**src/rtl/sequential_multiplier_n_if.sv**
```systemverilog
// sequential_multiplier_n_if: start/busy/done handshake and operand/result bus of the sequential multiplier
interface sequential_multiplier_n_if #(
    parameter int WIDTH = 8
);
    logic             start;
    logic             signed_mode;
    logic [WIDTH-1:0] multiplicand;
    logic [WIDTH-1:0] multiplier;
    logic [WIDTH-1:0] product_low;
    logic [WIDTH-1:0] product_high;
    logic             overflow;
    logic             busy;
    logic             done;

    modport master (
        output start, signed_mode, multiplicand, multiplier,
        input  product_low, product_high, overflow, busy, done
    );

    modport slave (
        input  start, signed_mode, multiplicand, multiplier,
        output product_low, product_high, overflow, busy, done
    );
endinterface

```
**src/rtl/sequential_multiplier_n.sv**
```systemverilog
// sequential_multiplier_n: shift-and-add multiplier with signed mode, early termination and overflow flag
module sequential_multiplier_n #(
    parameter int WIDTH      = 8,
    parameter int EARLY_TERM = 1
) (
    input logic                    clk,
    input logic                    reset,
    sequential_multiplier_n_if.slave bus
);
    localparam int CW = (WIDTH > 2) ? $clog2(WIDTH) : 1;

    typedef enum logic [1:0] {IDLE, MULTIPLY, FIXUP, FINISH} state_t;

    state_t             state_q;
    logic [2*WIDTH-1:0] p_q, a_q, prod_q;
    logic [WIDTH-1:0]   b_q;
    logic [CW-1:0]      count_q;
    logic               neg_q, sgn_q, ovf_q, busy_q, done_q;

    logic [WIDTH-1:0]   mag_a_d, mag_b_d;
    logic [2*WIDTH-1:0] sum_d, final_d;
    logic               last_d, ovf_d, neg_d;

    // Operand magnitudes, accumulate step, exit test and sign/overflow fixup
    always_comb begin
        mag_a_d = (bus.signed_mode & bus.multiplicand[WIDTH-1]) ? -bus.multiplicand : bus.multiplicand;
        mag_b_d = (bus.signed_mode & bus.multiplier[WIDTH-1]) ? -bus.multiplier : bus.multiplier;
        neg_d   = bus.signed_mode & (bus.multiplicand[WIDTH-1] ^ bus.multiplier[WIDTH-1]);
        sum_d   = b_q[0] ? p_q + a_q : p_q;
        last_d  = (count_q == CW'(WIDTH-1)) || ((EARLY_TERM != 0) && ((b_q >> 1) == '0));
        final_d = neg_q ? -p_q : p_q;
        ovf_d   = sgn_q ? (final_d[2*WIDTH-1:WIDTH] != {WIDTH{final_d[WIDTH-1]}})
                        : (final_d[2*WIDTH-1:WIDTH] != '0);
    end

    // Control FSM with datapath and registered outputs; result only published at FIXUP
    always_ff @(posedge clk or posedge reset) begin
        if (reset) begin
            state_q <= IDLE;
            p_q     <= '0;
            a_q     <= '0;
            b_q     <= '0;
            count_q <= '0;
            neg_q   <= 1'b0;
            sgn_q   <= 1'b0;
            prod_q  <= '0;
            ovf_q   <= 1'b0;
            busy_q  <= 1'b0;
            done_q  <= 1'b0;
        end else begin
            case (state_q)
                IDLE: begin
                    if (bus.start) begin
                        p_q     <= '0;
                        a_q     <= {{WIDTH{1'b0}}, mag_a_d};
                        b_q     <= mag_b_d;
                        neg_q   <= neg_d;
                        sgn_q   <= bus.signed_mode;
                        count_q <= '0;
                        prod_q  <= '0;
                        ovf_q   <= 1'b0;
                        busy_q  <= 1'b1;
                        state_q <= MULTIPLY;
                    end
                end
                MULTIPLY: begin
                    p_q     <= sum_d;
                    a_q     <= a_q << 1;
                    b_q     <= b_q >> 1;
                    count_q <= count_q + CW'(1);
                    if (last_d) state_q <= FIXUP;
                end
                FIXUP: begin
                    p_q     <= final_d;
                    prod_q  <= final_d;
                    ovf_q   <= ovf_d;
                    busy_q  <= 1'b0;
                    done_q  <= 1'b1;
                    state_q <= FINISH;
                end
                FINISH: begin
                    done_q  <= 1'b0;
                    state_q <= IDLE;
                end
                default: state_q <= IDLE;
            endcase
        end
    end

    assign bus.product_low  = prod_q[WIDTH-1:0];
    assign bus.product_high = prod_q[2*WIDTH-1:WIDTH];
    assign bus.overflow     = ovf_q;
    assign bus.busy         = busy_q;
    assign bus.done         = done_q;
endmodule

```
**src/flat_wrapper.sv**
```systemverilog
// flat-port wrapper written by rule: the top's interface ports become plain ports
module sequential_multiplier_n_flat 
#(
    parameter int WIDTH      = 8,
    parameter int EARLY_TERM = 1
)
  (clk, reset, bus_start, bus_signed_mode, bus_multiplicand, bus_multiplier, bus_product_low, bus_product_high, bus_overflow, bus_busy, bus_done);
  sequential_multiplier_n_if #(.WIDTH(WIDTH)) bus_i ();
  input logic clk;
  input logic reset;
  input wire logic [$bits(bus_i.start)-1:0] bus_start;
  input wire logic [$bits(bus_i.signed_mode)-1:0] bus_signed_mode;
  input wire logic [$bits(bus_i.multiplicand)-1:0] bus_multiplicand;
  input wire logic [$bits(bus_i.multiplier)-1:0] bus_multiplier;
  output wire logic [$bits(bus_i.product_low)-1:0] bus_product_low;
  output wire logic [$bits(bus_i.product_high)-1:0] bus_product_high;
  output wire logic [$bits(bus_i.overflow)-1:0] bus_overflow;
  output wire logic [$bits(bus_i.busy)-1:0] bus_busy;
  output wire logic [$bits(bus_i.done)-1:0] bus_done;
  assign bus_i.start = bus_start;
  assign bus_i.signed_mode = bus_signed_mode;
  assign bus_i.multiplicand = bus_multiplicand;
  assign bus_i.multiplier = bus_multiplier;
  assign bus_product_low = bus_i.product_low;
  assign bus_product_high = bus_i.product_high;
  assign bus_overflow = bus_i.overflow;
  assign bus_busy = bus_i.busy;
  assign bus_done = bus_i.done;
  sequential_multiplier_n #(.WIDTH(WIDTH), .EARLY_TERM(EARLY_TERM)) u_core (.clk(clk), .reset(reset), .bus(bus_i));
endmodule
```
**config.mk**
```make
export PLATFORM = sky130hd
export DESIGN_NAME = sequential_multiplier_n_flat
export DESIGN_NICKNAME = d
export VERILOG_FILES = /design/src/rtl/sequential_multiplier_n_if.sv /design/src/rtl/sequential_multiplier_n.sv /design/src/flat_wrapper.sv
export SDC_FILE = /design/constraint.sdc
export NUM_CORES = 1
export LEC_CHECK = 0
export ABC_CLOCK_PERIOD_IN_PS = 3000
export BUFFER_PORTS_ARGS = -buffer_cell sky130_fd_sc_hd__buf_2
export CAP_MARGIN = 25
export CORE_MARGIN = 3
export CORE_UTILIZATION = 30
export CTS_CLUSTER_DIAMETER = 150
export CTS_CLUSTER_SIZE = 10
export DETAILED_ROUTE_END_ITERATION = 16
export PLACE_DENSITY_LB_ADDON = 0.1
export RECOVER_POWER = 100
export SYNTH_ARGS = -nofsm -noshare
export SYNTH_HDL_FRONTEND = slang
export SYNTH_SLANG_ARGS = --single-unit
```
**constraint.sdc**
```tcl
create_clock -name clk -period 3 [get_ports clk]
set_clock_uncertainty 0.2 [all_clocks]
set_input_delay 0.15 -clock clk [delete_from_list [all_inputs] [get_ports clk]]
set_output_delay 0.15 -clock clk [all_outputs]
set_load 0.02 [all_outputs]
```
After elaboration in Yosys (flattened, before gate mapping)

Cells that the tools add are included.
Widths: inputs -> output; s select.

Word-level logic and storage cells: 63
Flip-flop bits (word level): 66
Bits of input ports: 20
Output and inout port bits: 19

Bitwise gates (word level): 4
Reduce and logical (&&, ||, !) cells: 13
$add $sub $neg: 5
Muxes and demuxes: 22
Eq/ne operators: 8

Operator list:

| cell                | number |
|---|---|
| $mux 16             | 4 |
| $pmux 16 s2         | 2 |
| $pmux 16 s3         | 1 |
| $mux 8              | 3 |
| $add 16x16->16      | 1 |
| $neg 16->16         | 1 |
| $neg 8->8           | 2 |
| $pmux 8 s2          | 1 |
| $logic_not 8->1     | 1 |
| $ne 8x8->1          | 1 |
| $pmux 2 s4          | 1 |
| $reduce_and 2->1    | 4 |
| $reduce_bool 8->1   | 1 |
| $pmux 1 s2          | 3 |
| $pmux 3 s2          | 1 |
| $reduce_bool 2->1   | 3 |
| $eq 2x2->1 const B  | 2 |
| $mux 2              | 2 |
| $ne 2x1->1 const B  | 2 |
| $add 3x1->3 const B | 1 |
| $and 1x1->1         | 3 |
| $eq 3x3->1 const B  | 1 |
| $mux 1              | 3 |
| $mux 3              | 1 |
| 7 further kinds     | 7 |

Longest topological paths before layout

Word-level depth: 5
Gate-level depth with buffers: 11
Depth with buffers taken out: 9

Worst setup path after synthesis

OpenSTA, ideal clock, no wires.

Kind: flip-flop to flip-flop
Start point: register u_core.p_q[1]
End point: register u_core.ovf_q (netlist: u_core.bus.overflow)
Data arrival time: 2.493 ns
Buffers on the path: 0
Stages on the path, launching flop included: 10
Clock period less this slack: 2.814 ns
Path slack: 0.186 ns
Cell sequence: dfrtp_1 -> inv_1 -> ha_1 -> or3b_2 -> or2_1 -> o31ai_2 -> xor2_1 -> nand3_1 -> or3_1 -> a22o_1

Word-level cells in the longest chain between the ends: 5
Elaborated cells on any way between the ends: 6
Those cells by class: add/sub: 1; eq/ne: 1; mux: 3; reduce/logical: 1

Ends and longest elaborated chain:

| what                                                   | line                                                         | RTL |
|---|---|---|
| start: declaration                                     | sequential_multiplier_n.sv:15                                | `logic [2*WIDTH-1:0] p_q, a_q, prod_q;` |
| start signal: assignment                               | sequential_multiplier_n.sv:67                                | `p_q <= sum_d;` |
| start signal: assignment                               | sequential_multiplier_n.sv:74                                | `p_q <= final_d;` |
| $neg 16->16 (*)                                        | sequential_multiplier_n.sv:31                                | `final_d = neg_q ? -p_q : p_q;` |
| $mux 16 (*)                                            | sequential_multiplier_n.sv:31                                |  |
| $ne 8x8->1 / $reduce_bool 8->1 (equally long branches) | sequential_multiplier_n.sv:32, sequential_multiplier_n.sv:33 |  |
| $mux 1 (*)                                             | sequential_multiplier_n.sv:32                                | `ovf_d = sgn_q ? (final_d[2*WIDTH-1:WIDTH] != {WIDTH{final_d[WIDTH-1]}})` |
| $pmux 1 s2 (*)                                         | sequential_multiplier_n.sv:51                                | `case (state_q)` |
| end signal: assignment                                 | sequential_multiplier_n.sv:76                                | `ovf_q <= ovf_d;` |
| end: declaration                                       | sequential_multiplier_n.sv:18                                | `logic neg_q, sgn_q, ovf_q, busy_q, done_q;` |

Mark *: on every way between the ends. The rest lies on a longest branch, timed or not.
A chain may end at the register's enable or synchronous reset.

Worst setup path after layout

Ends and elaborated chain as after synthesis.

==> results.sh <==
export IMPL_status="finished, final reports clean"
export IMPL_worstPathRequired_ns=3.04
export IMPL_synth_distinct_cells=55
export IMPL_synth_seq_cells=66
export IMPL_dp_hpwl_um=9450
export IMPL_period_minus_slack_ns=2.86
export IMPL_p_clk_share_pct=16.1
export IMPL_cts_buffer_depth=2
export IMPL_tns_ns=0
export IMPL_rows=43
export IMPL_crit_type="reg -> reg"
export IMPL_cp_slowest_cell="or4_4"
export IMPL_hold_violations=0
export IMPL_maxCapViolCount=0
export IMPL_wl_per_cell_um=16.9
export IMPL_path_clk_slew_ns=0.06
export IMPL_drt_iter0_markers=190
export IMPL_final_core_util_pct=37.0
export IMPL_p_seq_share_pct=26.3
export IMPL_fmax_ghz=0.350
export IMPL_synth_ff_type="dfrtp_1"
export IMPL_antenna_left=0
export IMPL_avgSynthCellArea_um2=8.81
export IMPL_syn_num_nets=547
export IMPL_netlist_top_cells_area="dfrtp_1, ha_1, o21ai_0"
export IMPL_routed_wl_um=12500
export IMPL_p_switching_w=0.00285
export IMPL_postCtsSetupRepairBufs=0
export IMPL_netlist_area_um2=4420
export IMPL_pre_cts_ws_ns=0.0155
export IMPL_ir_drop_v=0.000358
export IMPL_drive_above_1_share_pct=13.8
export IMPL_grt_antenna_before_repair=0
export IMPL_intPower_w=0.00318
export IMPL_remaining_drc_errors=0
export IMPL_worst_slew_pin_slew_ns=1.13
export IMPL_synth_edf_count=0
export IMPL_final_max_slew_viol_count=0
export IMPL_grt_max_degree=40
export IMPL_comb_power_share_pct=57.6
export IMPL_cts_tree="done"
export IMPL_die_area_um2=16200
export IMPL_start_kind="flip-flop"
export IMPL_synthDominantCellAreaShare_pct=37.3
export IMPL_setup_viol=0
export IMPL_clock_sinks=66
export IMPL_slew_headroom_pct=24.5
export IMPL_seq_area_frac_synth_pct=37.3
export IMPL_cts_root_buf="clkbuf_16"
export IMPL_final_cells=740
export IMPL_yosysWarnings=0
export IMPL_finalCritPeriodShare_pct=95.2
export IMPL_crit_family="simple AND/OR/NAND/NOR gates"
export IMPL_cp_slowest_stage_delay_ns=0.53
export IMPL_rsz0062_at_grt="yes"
export IMPL_swShare_pct=47.2
export IMPL_hold_ws_ns=0.0224
export IMPL_ios=39
export IMPL_clock_latency_ns=0.35
export IMPL_critPathBufInv=1
export IMPL_arrival_ns=2.89
export IMPL_gp_congestion=0.833
export IMPL_crit_fanout=5
export IMPL_grt_pass1_wl_um=20600
export IMPL_place_inst=721
export IMPL_path_cells="clkbuf_1 > or4_4 > or2_4 > o41ai_4 > xor2_2 > nand3_1 > or3_1 > a22o_1"
export IMPL_die_h_um=127
export IMPL_dieWidth_um=127
export IMPL_grt_overflow=0
export IMPL_dr_pass1_iters=4
export IMPL_start_util_pct=31.3
export IMPL_grt_pass1_vias=3910
export IMPL_nets=602
export IMPL_leakage_nw=2.26
export IMPL_n_antenna_cell=0
export IMPL_synth_cells=502
export IMPL_cts_buffers=9
export IMPL_syn_to_final_growth_pct=18.5
export IMPL_htreeDepth=3
export IMPL_vias_per_cell=5.24
export IMPL_synth_top_area_cell="dfrtp_1"
export IMPL_vias=3875
export IMPL_hp_class="in -> reg"
export IMPL_crit_path_end_kind="flip-flop"
export IMPL_core_um2=14100
export IMPL_io_buffers=38
export IMPL_grt_use_total_pct=16.2
export IMPL_synthArstFlopShare_pct=100
export IMPL_fin_ws_ns=0.143
export IMPL_powerDensity_nw_per_um2=1150
[area by class of cell]
class / count / area (um^2)
flip-flops and latches: 66 / 1650
multi-input cells: 397 / 2670
fillers: 1449 / 8910
repair buffers: 68 / 378
well taps: 180 / 225
inverters: 15 / 56.3
clock inverters: 3 / 17.5
clock buffers: 11 / 243
[power by group through the flow]
stage / Combinational (W) / Clock [W] / Sequential (W)
after floorplan: 0.00233 / 0 / 0.00163
after global placement: 0.00347 / 0 / 0.00158
after detailed placement: 0.00351 / 0 / 0.00159
after CTS: 0.00354 / 0.000992 / 0.00158
after global routing: 0.00388 / 0.00104 / 0.00164
final: 0.00347 / 0.000971 / 0.00158
[repair_timing]
item	4_1_cts	5_1_grt
endpoints found under the hold margin	31	0
cloned	0	0
setup endpoints to repair	1	3
resized for setup	1	10
pin swaps	0	1
hold buffers	5	0
[sequential cells by signal (all words and copies together) (netlist names)]
signal               cells
u_core.b_q               8
u_core.prod_q           16
u_core.p_q              16
u_core.a_q              16
u_core.state_q           2
u_core.count_q           3
u_core.neg_q             1
u_core.bus.busy          1
u_core.bus.overflow      1
u_core.bus.done          1
u_core.sgn_q             1
[stage by stage]
step	power [W]	cell area [um^2]
6_report	0.00602	5240
5_1_grt	0.00656	5240
4_1_cts	0.00611	5280
3_5_place_dp	0.00510	4960
3_3_place_gp	0.00505	4960
2_1_floorplan	0.00396	4420
[synthesized netlist by cell type, types with 6 or more instances]
| cell | instances |
|---|---|
| o221ai_1 | 8 |
| xnor2_1 | 20 |
| nor2_1 | 32 |
| mux2i_1 | 14 |
| xor2_1 | 13 |
| a32oi_1 | 7 |
| nand3_1 | 13 |
| o21ai_0 | 49 |
| a21oi_1 | 39 |
| nor2b_1 | 6 |
| inv_1 | 15 |
| o31ai_1 | 7 |
| nor3b_1 | 7 |
| clkbuf_1 | 22 |
| o21ai_1 | 9 |
| dfrtp_1 | 66 |
| nand2_1 | 64 |
| ha_1 | 24 |
| a22o_1 | 8 |
| or3_1 | 8 |
[path summary, 6_finish.rpt]
check / cells past startpoint / slack (ns) / end / start
max in group asynchronous: 4 / 0.51 / u_core.p_q[0] / reset
min reg2reg: 2 / 0.28 / u_core.prod_q[15] / u_core.prod_q[15]
max reg2reg: 8 / 0.14 / u_core.bus.overflow / u_core.p_q[1]
min: 3 / 0.02 / u_core.neg_q / bus_multiplier[7]
min in group asynchronous: 3 / 0.43 / u_core.prod_q[8] / reset
max: 8 / 0.14 / u_core.bus.overflow / u_core.p_q[1]
[routing by layer]
metal | vias to the layer above | global-route usage, % | routed length [um]
met5 | - | 0 | 0
met4 | 0 | 5.36 | 183
met3 | 12 | 4.14 | 563
met2 | 60 | 26.5 | 5960
met1 | 1858 | 20.8 | 5780
li1 | 1945 | - | -
[tightest hold or removal path: stages]
cell and delay, ns:
buf_2 0.15, xnor2_1 0.14, o21ai_0 0.07
[logic make-up (layout without fill, tap and decap cells)]
family | Yosys count | after routing | synth area share [%]
compound gates | 166 | 166 | 24.2
simple gates | 153 | 153 | 16.6
flops | 66 | 66 | 37.3
buf+inv | 39 | 97 | 3.31
xor+xnor | 34 | 34 | 6.90
fa+ha+maj | 25 | 25 | 7.24
mux | 19 | 19 | 4.44
[cells in the final DEF (no fill, tap or decap), drive strengths merged, types with 7 or more instances in the layout]
cell type / netlist / layout
clkbuf: 22 / 39
nor3b: 7 / 7
nand2: 64 / 64
xnor2: 20 / 20
o221ai: 8 / 8
mux2i: 14 / 14
o21ai: 59 / 59
a32oi: 7 / 7
inv: 15 / 15
or3: 9 / 9
xor2: 14 / 14
o31ai: 10 / 10
nor2: 32 / 32
nand3: 13 / 13
ha: 24 / 24
dfrtp: 66 / 66
buf: 2 / 35
a22o: 8 / 8
a21oi: 39 / 39
Note: power is estimated with default switching activity, not from simulation.
